## config.mk

```make
export PLATFORM = sky130hd
export DESIGN_NAME = psum_collector_flat
export DESIGN_NICKNAME = d
export VERILOG_FILES = /design/src/rtl/psum_collector_if.sv /design/src/rtl/psum_collector.sv /design/src/flat_wrapper.sv
export SDC_FILE = /design/constraint.sdc
export NUM_CORES = 1
export LEC_CHECK = 0
export CAP_MARGIN = 15
export CELL_PAD_IN_SITES_DETAIL_PLACEMENT = 1
export CELL_PAD_IN_SITES_GLOBAL_PLACEMENT = 1
export CORE_AREA = 2 2 208 128
export CTS_BUF_LIST = sky130_fd_sc_hd__clkbuf_16
export DETAILED_ROUTE_END_ITERATION = 8
export DIE_AREA = 0 0 210 130
export DONT_BUFFER_PORTS = 1
export GPL_TIMING_DRIVEN = 0
export PLACE_DENSITY = 0.72
export SYNTH_ARGS = -nofsm -noshare
export SYNTH_HDL_FRONTEND = slang
export SYNTH_SLANG_ARGS = --single-unit
export TNS_END_PERCENT = 20
```

## constraint.sdc

```tcl
create_clock -name clk -period 4.04 [get_ports clk]
set_input_delay 0.808 -clock clk [delete_from_list [all_inputs] [get_ports clk]]
set_output_delay 0.808 -clock clk [all_outputs]
set_load 0.1 [all_outputs]
```

## src/rtl/psum_collector_if.sv

```systemverilog
// Stream bundle between a PE column drain and its result consumer.
// The collector is the slave: it consumes partial sums and produces results.
interface psum_collector_if #(
    parameter int PSUM_W = 20,
    parameter int ACC_W  = 32
);
    logic                     in_valid;
    logic                     in_ready;
    logic signed [PSUM_W-1:0] in_psum;
    logic                     out_valid;
    logic                     out_ready;
    logic signed [ACC_W-1:0]  out_data;

    modport master (
        output in_valid, in_psum, out_ready,
        input  in_ready, out_valid, out_data
    );

    modport slave (
        input  in_valid, in_psum, out_ready,
        output in_ready, out_valid, out_data
    );
endinterface

```

## src/rtl/psum_collector.sv

```systemverilog
// Accumulates a programmed number of PE_sum beats per result with saturation,
// queues results in a small FIFO and streams them out; one job at a time.
module psum_collector #(
    parameter int PSUM_W     = 20,
    parameter int ACC_W      = 32,
    parameter int FIFO_DEPTH = 4,
    parameter int CNT_W      = 8
) (
    input  logic             clk,
    input  logic             rst_n,
    input  logic             start,
    input  logic [CNT_W-1:0] cfg_passes,
    input  logic [CNT_W-1:0] cfg_outputs,
    psum_collector_if.slave  bus,
    output logic             busy,
    output logic             done,
    output logic             sat_flag
);
    typedef enum logic [1:0] {S_IDLE, S_ACCUM, S_DRAIN} state_t;

    localparam int PTR_W = $clog2(FIFO_DEPTH);
    localparam logic [PTR_W:0] FULL_CNT = (PTR_W+1)'(FIFO_DEPTH);
    localparam logic signed [ACC_W-1:0] ACC_MAX = {1'b0, {(ACC_W-1){1'b1}}};
    localparam logic signed [ACC_W-1:0] ACC_MIN = {1'b1, {(ACC_W-1){1'b0}}};

    state_t                  r_state;
    logic [CNT_W-1:0]        r_passes;
    logic [CNT_W-1:0]        r_outputs;
    logic [CNT_W-1:0]        r_pass_cnt;
    logic [CNT_W-1:0]        r_out_cnt;
    logic signed [ACC_W-1:0] r_acc;
    logic                    r_busy;
    logic                    r_done;
    logic                    r_sat;

    logic signed [ACC_W-1:0] r_mem [FIFO_DEPTH];
    logic [PTR_W-1:0]        r_wr_ptr;
    logic [PTR_W-1:0]        r_rd_ptr;
    logic [PTR_W:0]          r_count;

    logic [CNT_W-1:0]        w_cfg_passes;
    logic [CNT_W-1:0]        w_cfg_outputs;
    logic                    w_final;
    logic                    w_last_out;
    logic                    w_in_ready;
    logic                    w_beat;
    logic                    w_push;
    logic                    w_pop;
    logic signed [ACC_W:0]   w_sum_wide;
    logic                    w_ovf;
    logic signed [ACC_W-1:0] w_sum_sat;

    assign w_cfg_passes  = (cfg_passes  == '0) ? CNT_W'(1) : cfg_passes;
    assign w_cfg_outputs = (cfg_outputs == '0) ? CNT_W'(1) : cfg_outputs;

    assign w_final    = (r_pass_cnt == r_passes - CNT_W'(1));
    assign w_last_out = (r_out_cnt == r_outputs - CNT_W'(1));

    // Space is judged on the registered count only, so a same-cycle pop never frees a slot.
    assign w_in_ready = (r_state == S_ACCUM) && (!w_final || (r_count != FULL_CNT));
    assign w_beat     = bus.in_valid && w_in_ready;
    assign w_push     = w_beat && w_final;
    assign w_pop      = (r_count != '0) && bus.out_ready;

    // One guard bit: overflow shows up as the top two bits disagreeing.
    assign w_sum_wide = {r_acc[ACC_W-1], r_acc}
                      + {{(ACC_W+1-PSUM_W){bus.in_psum[PSUM_W-1]}}, bus.in_psum};
    assign w_ovf      = (w_sum_wide[ACC_W] != w_sum_wide[ACC_W-1]);
    assign w_sum_sat  = !w_ovf             ? w_sum_wide[ACC_W-1:0] :
                        w_sum_wide[ACC_W]  ? ACC_MIN : ACC_MAX;

    // NOTE: sequential state uses non-blocking assignments so every register samples pre-edge values.
    always_ff @(posedge clk or negedge rst_n) begin
        if (!rst_n) begin
            r_state    <= S_IDLE;
            r_passes   <= '0;
            r_outputs  <= '0;
            r_pass_cnt <= '0;
            r_out_cnt  <= '0;
            r_acc      <= '0;
            r_busy     <= 1'b0;
            r_done     <= 1'b0;
            r_sat      <= 1'b0;
        end else begin
            r_done <= 1'b0;
            case (r_state)
                S_IDLE: begin
                    if (start) begin
                        r_passes   <= w_cfg_passes;
                        r_outputs  <= w_cfg_outputs;
                        r_pass_cnt <= '0;
                        r_out_cnt  <= '0;
                        r_acc      <= '0;
                        r_sat      <= 1'b0;
                        r_busy     <= 1'b1;
                        r_state    <= S_ACCUM;
                    end
                end
                S_ACCUM: begin
                    if (w_beat) begin
                        if (w_ovf) begin
                            r_sat <= 1'b1;
                        end
                        if (w_final) begin
                            r_acc      <= '0;
                            r_pass_cnt <= '0;
                            r_out_cnt  <= r_out_cnt + CNT_W'(1);
                            if (w_last_out) begin
                                r_state <= S_DRAIN;
                            end
                        end else begin
                            r_acc      <= w_sum_sat;
                            r_pass_cnt <= r_pass_cnt + CNT_W'(1);
                        end
                    end
                end
                S_DRAIN: begin
                    if (r_count == '0) begin
                        r_done  <= 1'b1;
                        r_busy  <= 1'b0;
                        r_state <= S_IDLE;
                    end
                end
                default: r_state <= S_IDLE;
            endcase
        end
    end

    // NOTE: the FIFO storage is reset too, so out_data reads 0 after reset and a mid-job reset flushes it.
    always_ff @(posedge clk or negedge rst_n) begin
        if (!rst_n) begin
            for (int i = 0; i < FIFO_DEPTH; i++) begin
                r_mem[i] <= '0;
            end
            r_wr_ptr <= '0;
            r_rd_ptr <= '0;
            r_count  <= '0;
        end else begin
            if (w_push) begin
                r_mem[r_wr_ptr] <= w_sum_sat;
                r_wr_ptr        <= r_wr_ptr + PTR_W'(1);
            end
            if (w_pop) begin
                r_rd_ptr <= r_rd_ptr + PTR_W'(1);
            end
            case ({w_push, w_pop})
                2'b10:   r_count <= r_count + (PTR_W+1)'(1);
                2'b01:   r_count <= r_count - (PTR_W+1)'(1);
                default: r_count <= r_count;
            endcase
        end
    end

    assign bus.in_ready  = w_in_ready;
    assign bus.out_valid = (r_count != '0);
    assign bus.out_data  = r_mem[r_rd_ptr];
    assign busy          = r_busy;
    assign done          = r_done;
    assign sat_flag      = r_sat;
endmodule

```

## src/flat_wrapper.sv

```systemverilog
// flat-port wrapper written by rule: the top's interface ports become plain ports
module psum_collector_flat 
#(
    parameter int PSUM_W     = 20,
    parameter int ACC_W      = 32,
    parameter int FIFO_DEPTH = 4,
    parameter int CNT_W      = 8
)
  (clk, rst_n, start, cfg_passes, cfg_outputs, busy, done, sat_flag, bus_in_valid, bus_in_psum, bus_out_ready, bus_in_ready, bus_out_valid, bus_out_data);
  psum_collector_if #(.PSUM_W(PSUM_W), .ACC_W(ACC_W)) bus_i ();
  input  logic clk;
  input  logic rst_n;
  input  logic start;
  input  logic [CNT_W-1:0] cfg_passes;
  input  logic [CNT_W-1:0] cfg_outputs;
  output logic busy;
  output logic done;
  output logic sat_flag;
  input wire logic [$bits(bus_i.in_valid)-1:0] bus_in_valid;
  input wire logic [$bits(bus_i.in_psum)-1:0] bus_in_psum;
  input wire logic [$bits(bus_i.out_ready)-1:0] bus_out_ready;
  output wire logic [$bits(bus_i.in_ready)-1:0] bus_in_ready;
  output wire logic [$bits(bus_i.out_valid)-1:0] bus_out_valid;
  output wire logic [$bits(bus_i.out_data)-1:0] bus_out_data;
  assign bus_i.in_valid = bus_in_valid;
  assign bus_i.in_psum = bus_in_psum;
  assign bus_i.out_ready = bus_out_ready;
  assign bus_in_ready = bus_i.in_ready;
  assign bus_out_valid = bus_i.out_valid;
  assign bus_out_data = bus_i.out_data;
  psum_collector #(.PSUM_W(PSUM_W), .ACC_W(ACC_W), .FIFO_DEPTH(FIFO_DEPTH), .CNT_W(CNT_W)) u_core (.clk(clk), .rst_n(rst_n), .start(start), .cfg_passes(cfg_passes), .cfg_outputs(cfg_outputs), .bus(bus_i), .busy(busy), .done(done), .sat_flag(sat_flag));
endmodule
```

==> qor.csv, run 1 <==
metric,value,unit
status,finished clean,
hold_path_class,in -> async,
cp_slowest_stage_delay,590,ps
vias,9085,
cts_buffers,21,
cts.clk_slew.worst_paths,60,ps
finalPower,11.6,mW
post_dp_cell_area,11700,um2
fin_skew,29.2,ps
drc,0,
synth_enable_flop_cells,0,
min_period_over_period,97.0,%
r2r.worst_path.cells,12,
crit_slowest_cell,a21oi_4,
criticalPathCategory,reg -> out,
die_w,210,um
wl_met3,2050,um
netlist-cell-type-count,79,
antenna_found_initial,0,
rows,46,
post-dp-hpwl,26600,um
ys.flop_type,dfrtp_1,
slew_viol_final,0,
synth_warnings,0,
ys_ff_latch,204,
drtAntennaViolNets,0,
synth_most_common_cell,dfrtp_1,
final_area,12500,um2
synth.cell_area,11300,um2
drt-pass1-iter-count,4,
r2r-end,u_core.r_acc[24],
yosys.area.top_type,dfrtp_1,
area_growth,11.1,%
antenna_cells,0,
drt_iter0_drc,819,
p_per_area,926,nW/um2
min_period,3920,ps
post_cts_buffers,0,
syn_nets,1240,
grt.overflow.total,0,
grt_max_degree,143,
ios,78,
drive_gt1_share,14.0,%
htreeDepth,1,
met1_length,18800,um
synthArstFlopShare,100,%
ys_seq_area_share,45.4,%
num-fill-cells,2917,
crit_chain,clkbuf_1 -> inv_1 -> ha_1 -> inv_1 -> o32a_1 -> o32ai_1 -> o21ai_2 -> nor3_2 -> buf_4 -> a21oi_4,
max_cap_viol_count,0,
clockBufferDepth,3,
grt_pass1_vias,9103,
reg2reg_from,u_core.r_acc[0],
rrSetupSlack,220,ps
synth_common_cells,"dfrtp_1 (204), nand2_1 (160), nor2_1 (131)",
syn_avg_cell_area,9.73,um2
tightest_slew,1010,ps
gr-usage-all-layers,27.0,%
die_area,27300,um2
setup_viol,0,
cp-end-kind,primary output,
max-vdd-ir-drop,0.371,mV
grt_pass1_wl,55700,um
fmax,255,MHz
start_util,43.7,%
cp_max_fo,10,
rsz0062_at_grt,true,
cp-start-kind,register,
syn-instance-count,1156,
cp_data_required_time,3230,ps
max-slew-margin-rel,32.9,%
synthTopCellsByArea,"dfrtp_1 (45%), mux4_2 (6.4%), nand2_1 (5.3%), a21oi_1 (5.1%), ha_1 (4.6%)",
wirelength,36100,um
cts-root-buf,clkbuf_16,
layout.nets,1265,
place.gp.congestion,0.911,
synth_top_area_share,45.4,%
highest_layer,met4,
clk_latency,530,ps
wl_met2,14900,um
dieHeight,130,um
cts_num_sinks,204,
cpMostUsedCell,inv_1,
avgViaCountPerCell,5.93,
worstPathArrival,3110,ps
p_leak,5.61,nW
cts_tree,built,
wire_per_inst,23.6,um
core_area,25700,um2
hold_violations,0,
io_buffers,0,
==> cells by family (layout without fill, tap and decap cells) <==
family / count (synthesis) / after routing / synth area share, %
mux: 49 / 49 / 8.07
simple gates: 408 / 408 / 16.3
flops: 204 / 204 / 45.4
compound gates: 304 / 304 / 16.7
xor+xnor: 63 / 63 / 4.97
buf+inv: 84 / 124 / 3.60
fa+ha+maj: 44 / 44 / 5.00
==> power by group <==
part           switching, mW  internal (mW)  leakage, nW
clock                  0.909           1.22        0.365
sequential             0.421           2.62         2.69
combinational           4.55           1.85         2.55
==> worst max-delay path by stage <==
| stage | startpoint | to | slack, ps | cells past startpoint |
|---|---|---|---|---|
| after floorplan | u_core.r_passes[0] | bus_in_ready | 120 | 10 |
| after global placement | u_core.r_passes[0] | bus_in_ready | -450 | 10 |
| after detailed placement | bus_in_psum[19] | u_core.r_mem[124] | -120 | 13 |
| after CTS | u_core.r_rd_ptr[0] | bus_out_data[17] | 5 | 3 |
| after global routing | u_core.r_passes[1] | bus_in_ready | -60 | 10 |
| final | u_core.r_passes[1] | bus_in_ready | 120 | 10 |
==> layer usage <==
layer  track usage (%)  vias to the layer above
li1                  -                     4139
met1              43.0                     4710
met2              38.4                      207
met3              5.37                       29
met4              3.63                        0
met5                 0                        -
==> repair_timing <==
item | CTS | global route
endpoints found under the setup margin | 1 | 27
hold buffers | 2 | 0
endpoints found under the hold margin | 142 | 0
gates resized for setup | 2 | 5
pin swaps | 1 | 1
==> worst max-delay path: cells and delay by family (launching register included) <==
| family | cells | cell delay [ps] |
|---|---|---|
| flops | 1 | 320 |
| fa+ha+maj | 1 | 270 |
| simple gates | 1 | 130 |
| compound gates | 4 | 1120 |
| buf+inv | 4 | 730 |
==> stage by stage <==
stage                     setup slack, ps  TNS (ps)  hold slack (ps)  cells  utilization, %
after detailed placement             -117     -3000              468   1492            45.4
after global placement               -455     -1170              459   1492            45.4
after floorplan                       124         0              445   1156               -
final                                 119         0              194   1532            48.6
after global routing                -58.2     -78.1              196   1532            48.6
after CTS                            5.30         0              193   1532            48.5
==> cell usage in the layout, fill, tap and decap left out, types with 6 or more instances in the layout <==
master / Yosys / layout
a21o_1: 8 / 8
a21oi_1: 114 / 112
a21oi_2: 16 / 17
a31oi_1: 8 / 8
and2_1: 8 / 8
and3_1: 12 / 12
buf_2: 26 / 26
clkbuf_1: 24 / 23
clkbuf_16: 0 / 21
dfrtp_1: 204 / 204
ha_1: 41 / 41
inv_1: 18 / 19
mux2_2: 13 / 13
mux4_2: 32 / 32
nand2_1: 160 / 160
nand2_2: 8 / 8
nand2b_1: 10 / 10
nand3_1: 21 / 21
nand4_1: 11 / 11
nor2_1: 131 / 130
nor2b_1: 6 / 6
nor3_1: 12 / 12
nor4_1: 6 / 6
o211ai_1: 12 / 12
o21a_1: 10 / 10
o21ai_0: 84 / 84
o21ai_1: 10 / 9
xnor2_1: 35 / 35
xor2_1: 27 / 27
==> sequential cells by signal (all words and copies together), names as in the netlist, 3 cells and up <==
signal and count:
u_core.r_outputs 8, u_core.r_pass_cnt 8, u_core.r_passes 8, u_core.r_count 3, u_core.r_mem 128, u_core.r_acc 32, u_core.r_out_cnt 8
==> area by class of cell <==
| class | instances | area, um2 | area share (%) |
|---|---|---|---|
| clock inverter | 17 | 206 | 1.65 |
| inverter | 18 | 67.6 | 0.540 |
| tap | 336 | 420 | 3.36 |
| sequential | 204 | 5100 | 40.8 |
| timing repair buffer | 3 | 70.1 | 0.561 |
| buffer | 65 | 342 | 2.73 |
| multi-input combinational | 868 | 5760 | 46.1 |
| clock buffer | 21 | 526 | 4.20 |
Power figures use the tool's default switching activity.
==> run 2: changes to the inputs <==
CORE_AREA = 2 2 162 164   (was 2 2 208 128)
DIE_AREA = 0 0 164 166   (was 0 0 210 130)
==> qor.csv, run 2 (synthesized netlist as in run 1, its figures left out) <==
metric,value,unit,change
fmax,260,MHz,+1.8%
grt.overflow.total,0,,unchanged
drc,0,,unchanged
dieHeight,166,um,+28%
grt_pass1_wl,53000,um,-4.8%
cp_max_fo,10,,unchanged
area_growth,11.0,%,
io_buffers,0,,unchanged
grt_pass1_vias,9441,,+3.7%
p_switching,5.58,mW,-5.1%
cts.clk_slew.worst_paths,60,ps,about the same
clockBufferDepth,3,,unchanged
crit_chain,clkbuf_1 -> inv_1 -> ha_1 -> inv_1 -> o32a_1 -> o32ai_1 -> o21ai_1 -> nor3_2 -> buf_4 -> a21oi_4,,
tightest_slew,1040,ps,+29.1 ps
die_area,27200,um2,-0.28%
r2r.worst_path.cells,13,,+1
cpMostUsedCell,inv_1,,
slew_viol_final,0,,unchanged
endpoint,bus_in_ready,,
regMostFlops,u_core.r_mem,,
wire_per_inst,21.8,um,-7.3%
grt_max_degree,205,,+43%
drtAntennaViolNets,0,,unchanged
wirelength,33500,um,-7.3%
cts-root-buf,clkbuf_16,,
max-slew-margin-rel,31.0,%,-1.9 points
p_comb_share,54.1,%,-1.2 points
seqPwrFrac,26.7,%,+0.4 points
cp-end-kind,primary output,,
dp_cells,1491,,-0.067%
drive_gt1_share,13.4,%,-0.68 points
final_cell_mix,"dfrtp_1 (204), nand2_1 (160), nor2_1 (131)",,
die_w,164,um,-22%
p_int,5.75,mW,+0.91%
vias,8862,,-2.5%
path_depth,10,,unchanged
violations,hold timing,,
cts_num_sinks,204,,unchanged
post_cts_buffers,0,,unchanged
min_period,3850,ps,-71.1 ps
mostFrequentLayoutCell,dfrtp_1,,
swShare,49.3,%,-1.5 points
power.clock.fraction,19.2,%,+0.8 points
min_period_over_period,95.3,%,-1.8 points
antenna_found_initial,0,,unchanged
whs,-8.93,ps,-203 ps
status,finished with violations,,
hold_path_class,in -> async,,
layout.nets,1266,,+0.079%
start_util,43.9,%,+0.19 points
hold_violations,1,,+1
avgViaCountPerCell,5.78,,-2.5%
clk_latency,520,ps,about the same
r2r-end,u_core.r_mem[38],,
drt-pass1-iter-count,4,,unchanged
max_cap_viol_count,0,,unchanged
reg2reg_from,u_core.r_acc[0],,
fin_skew,13.7,ps,-15.5 ps
crit_slowest_cell,a21oi_4,,
crit_start,u_core.r_passes[1],,
timing.critical_path.buf_inv,4,,unchanged
cts_buffers,24,,+14%
rows,59,,+28%
top_regs,"u_core.r_mem x128, u_core.r_acc x32",,
p_per_area,907,nW/um2,-2.0%
p_leak,5.60,nW,-0.14%
cp-start-kind,register,,
htreeDepth,1,,unchanged
core_area,25600,um2,-0.43%
finalPower,11.3,mW,-2.2%
cp_data_required_time,3230,ps,about the same
antenna_cells,0,,unchanged
worstPathArrival,3040,ps,-70 ps
place.gp.congestion,0.859,,-5.8%
crit_family,compound AO/OA/AOI/OAI gates,,
setup_viol,0,,unchanged
drt_iter0_drc,508,,-38%
cts_tree,built,,
post-dp-hpwl,24200,um,-8.9%
rsz0062_at_grt,true,,
cp_slowest_stage_delay,610,ps,+20 ps
ios,78,,unchanged
gr-usage-all-layers,24.9,%,-2.1 points
criticalPathCategory,reg -> out,,
largest_reg_flops,128,,unchanged
max-vdd-ir-drop,0.370,mV,-0.23%
layout.cells.non_filler,1532,,unchanged
rrSetupSlack,250,ps,+30 ps
## run 2: layout make-up
cell class / instances / area, um2
Sequential cell: 204 / 5100
Multi-Input combinational cell: 868 / 5750
Clock inverter: 16 / 153
Tap cell: 335 / 419
Timing Repair Buffer: 1 / 27.5
Fill cell: 2886 / 13100
Inverter: 18 / 67.6
Buffer: 65 / 334
Clock buffer: 25 / 626
## run 2: worst min-delay path by stage
| stage | cells past startpoint | from | end |
|---|---|---|---|
| 2_1_floorplan | 2 | u_core.r_mem[42] | u_core.r_mem[42] |
| 4_1_cts | 0 | rst_n | u_core.r_acc[21] |
| 5_1_grt | 0 | rst_n | u_core.r_mem[105] |
| 3_5_place_dp | 2 | u_core.r_mem[42] | u_core.r_mem[42] |
| 3_3_place_gp | 2 | u_core.r_mem[76] | u_core.r_mem[76] |
| 6_report | 0 | rst_n | u_core.r_mem[81] |
## run 2: power by group through the flow
stage	Clock, mW	Sequential, mW	Combinational (mW)
after detailed placement	0	3.05	6.11
after CTS	2.21	3.02	6.15
after global routing	2.30	3.09	6.63
after floorplan	0	2.91	4.60
after global placement	0	3.02	5.97
final	2.17	3.02	6.13
## run 2: per-layer routing
metal  wire (um)  vias to the layer above  track usage (%)
li1            -                     4143                -
met1       14400                     4499             32.5
met2       16800                      168             43.3
met3        1310                       52             3.65
met4         911                        0             6.22
met5           0                        -                0
## run 2: worst reg2reg max path: stages (launching register included)
cell and delay [ps]:
dfrtp_1 390, ha_1 210, fa_1 440, a211oi_1 350, o21ai_1 170, o2111ai_1 300
nand2_1 160, a211oi_2 340, a21o_1 200, nor2_2 70, buf_4 190, nor2_2 340
buf_2 380, a21oi_1 120
## run 2: stage by stage
step / worst slack, ps / TNS, ps / instance area [um2] / hold slack [ps] / util (%)
5_1_grt: -13.5 / -13.5 / 12500 / -28.4 / 48.7
6_report: 190 / 0 / 12500 / -8.93 / 48.7
3_5_place_dp: -196 / -2010 / 11700 / 467 / 45.6
2_1_floorplan: 124 / 0 / 11300 / 445 / -
4_1_cts: 98.8 / 0 / 12500 / -29.6 / 48.6
3_3_place_gp: -240 / -1150 / 11700 / 460 / 45.6
## run 2: timing repair
action                                 4_1_cts  5_1_grt
endpoints found under the hold margin      204       44
pin swaps                                    0        1
setup endpoints to repair                    1        5
gates resized for setup                      1        1
==> RTL change: new RTL, flow settings as in run 2 <==
Re-encode `state_t` (3 states) as one-hot, 3 bits wide.
--- a/src/rtl/psum_collector.sv
+++ b/src/rtl/psum_collector.sv
@@ -16,7 +16,7 @@
     output logic             done,
     output logic             sat_flag
 );
-    typedef enum logic [1:0] {S_IDLE, S_ACCUM, S_DRAIN} state_t;
+    typedef enum logic [2:0] {S_IDLE = 3'b001, S_ACCUM = 3'b010, S_DRAIN = 3'b100} state_t;
 
     localparam int PTR_W = $clog2(FIFO_DEPTH);
     localparam logic [PTR_W:0] FULL_CNT = (PTR_W+1)'(FIFO_DEPTH);
Behaviour: same outputs for any inputs over 4 cycles, from zero or initial values and one cycle with rst_n low; so few cycles prove little.
==> RTL change against run 2 <==
Critical path depth down 7; wire length increased by 7.2%; sequential cell count grew 1; worst setup slack got worse by 25 ps; sequential power down 12%; design area up 4.2%; total power is 19% lower; maximum frequency down 0.63%; area after synthesis up 4.0%; non-clock buffer count up 7; critical path type unchanged; highest routed layer unchanged.
==> RTL change: results <==
logic_synthesis:
  synthTopCellsByCount: "nand2_1, dfrtp_1, o21ai_0, nor2_1, o21ai_1"
  ys_seq_area_frac: 0.4383
  synth-compound-area-share: 0.1888
  synth_mux_area_frac: 0.08593
  synth-adder-area-share: 0.04906
  synthTopCellsByArea: "dfrtp_1, nand2_1, mux4_2"
  synth_cell_types: 81
  synth_xor_xnor_area_share: 0.03891
  syn_nets: 1302
global_routing:
  grt_pass1_wl_um: 56700
  grt_max_degree: 206
  grt_pass1_vias: 10320
  grt_overflow: 0
  grtUsageTotal: 0.2643
min_path:
  hold_class: "in2async"
sta:
  tightest_slew_ps: 1015
  fin_skew_ps: 24.21
pwr:
  internal_power_mw: 4.981
  p_leak_nw: 5.833
  irDropWorstVdd_uv: 367.2
clocking:
  cts-root-buf: "clkbuf_16"
  clk_pin_slew_ps: 60
layout:
  drive_gt1_frac: 0.1214
  top_regs: "u_core.r_mem (128), u_core.r_acc (32)"
  top_register: "u_core.r_mem"
place:
  io_buffers: 0
  hpwl_um: 25890
  placed_area_um2: 12160
  gp_congestion: 0.8593
route:
  routed_wirelength_um: 35870
  first_iter_violations: 582
  drt_first_pass_iters: 5
  vias: 9648
critical_path:
  cp.arrival_ps: 3070
outcome:
  outcome: "finished clean"
-- RTL change: worst paths after layout --
check,endpoint,startpoint,cells after the start,slack [ps]
worst max-delay path,bus_out_data[10],u_core.r_rd_ptr[0],3,170
worst min-delay path,u_core.r_state[0],rst_n,0,150
worst max register to register,u_core.r_mem[90],u_core.r_acc[18],11,190
worst min register to register,u_core.r_mem[55],u_core.r_mem[55],2,480
max in group asynchronous,u_core.r_outputs[7],rst_n,1,3250
min in group clk,u_core.r_passes[7],cfg_passes[7],2,410
-- RTL change: through the flow --
stage	hold slack, ps	setup slack [ps]	instances	utilization	power [mW]
2_1_floorplan	443.2	318.6	1218	-	5.701
3_3_place_gp	457.1	-520.1	1553	0.4734	6.934
3_5_place_dp	466.3	-596.8	1556	0.4749	7.093
4_1_cts	-33.04	21.51	1600	0.5032	9.126
5_1_grt	120.1	4.879	1604	0.5080	9.777
6_report	145.6	165.7	1604	0.5080	9.211
-- RTL change: critical path: stages (launching register included) --
cell,delay [ps]
dfrtp_1,320
clkbuf_1,460
clkdlybuf4s15_1,870
mux4_2,900
-- RTL change: metal layers --
layer	GRT usage	vias up	wire length (µm)
met5	0	-	0
met4	0.09420	0	1480
met3	0.04296	89	1780
met2	0.4417	241	17180
met1	0.3469	4841	15420
li1	-	4477	-
-- RTL change: area by class of cell --
cell class                 instances  area (µm²)
clock inverter                    20       121.4
multi-input combinational        929        6254
fill                            2870       12600
timing repair buffer               7       113.9
tap                              335       419.2
buffer                            66       306.5
clock buffer                      24       600.6
sequential                       205        5131
inverter                          18       67.56
-- RTL change: power by group through the flow --
stage	Sequential (mW)	Clock (mW)	Combinational [mW]
finish	2.66	1.99	4.56
global route	2.70	2.11	4.97
CTS	2.66	2.03	4.43
detailed placement	2.70	0	4.40
global placement	2.68	0	4.26
floorplan	2.60	0	3.10
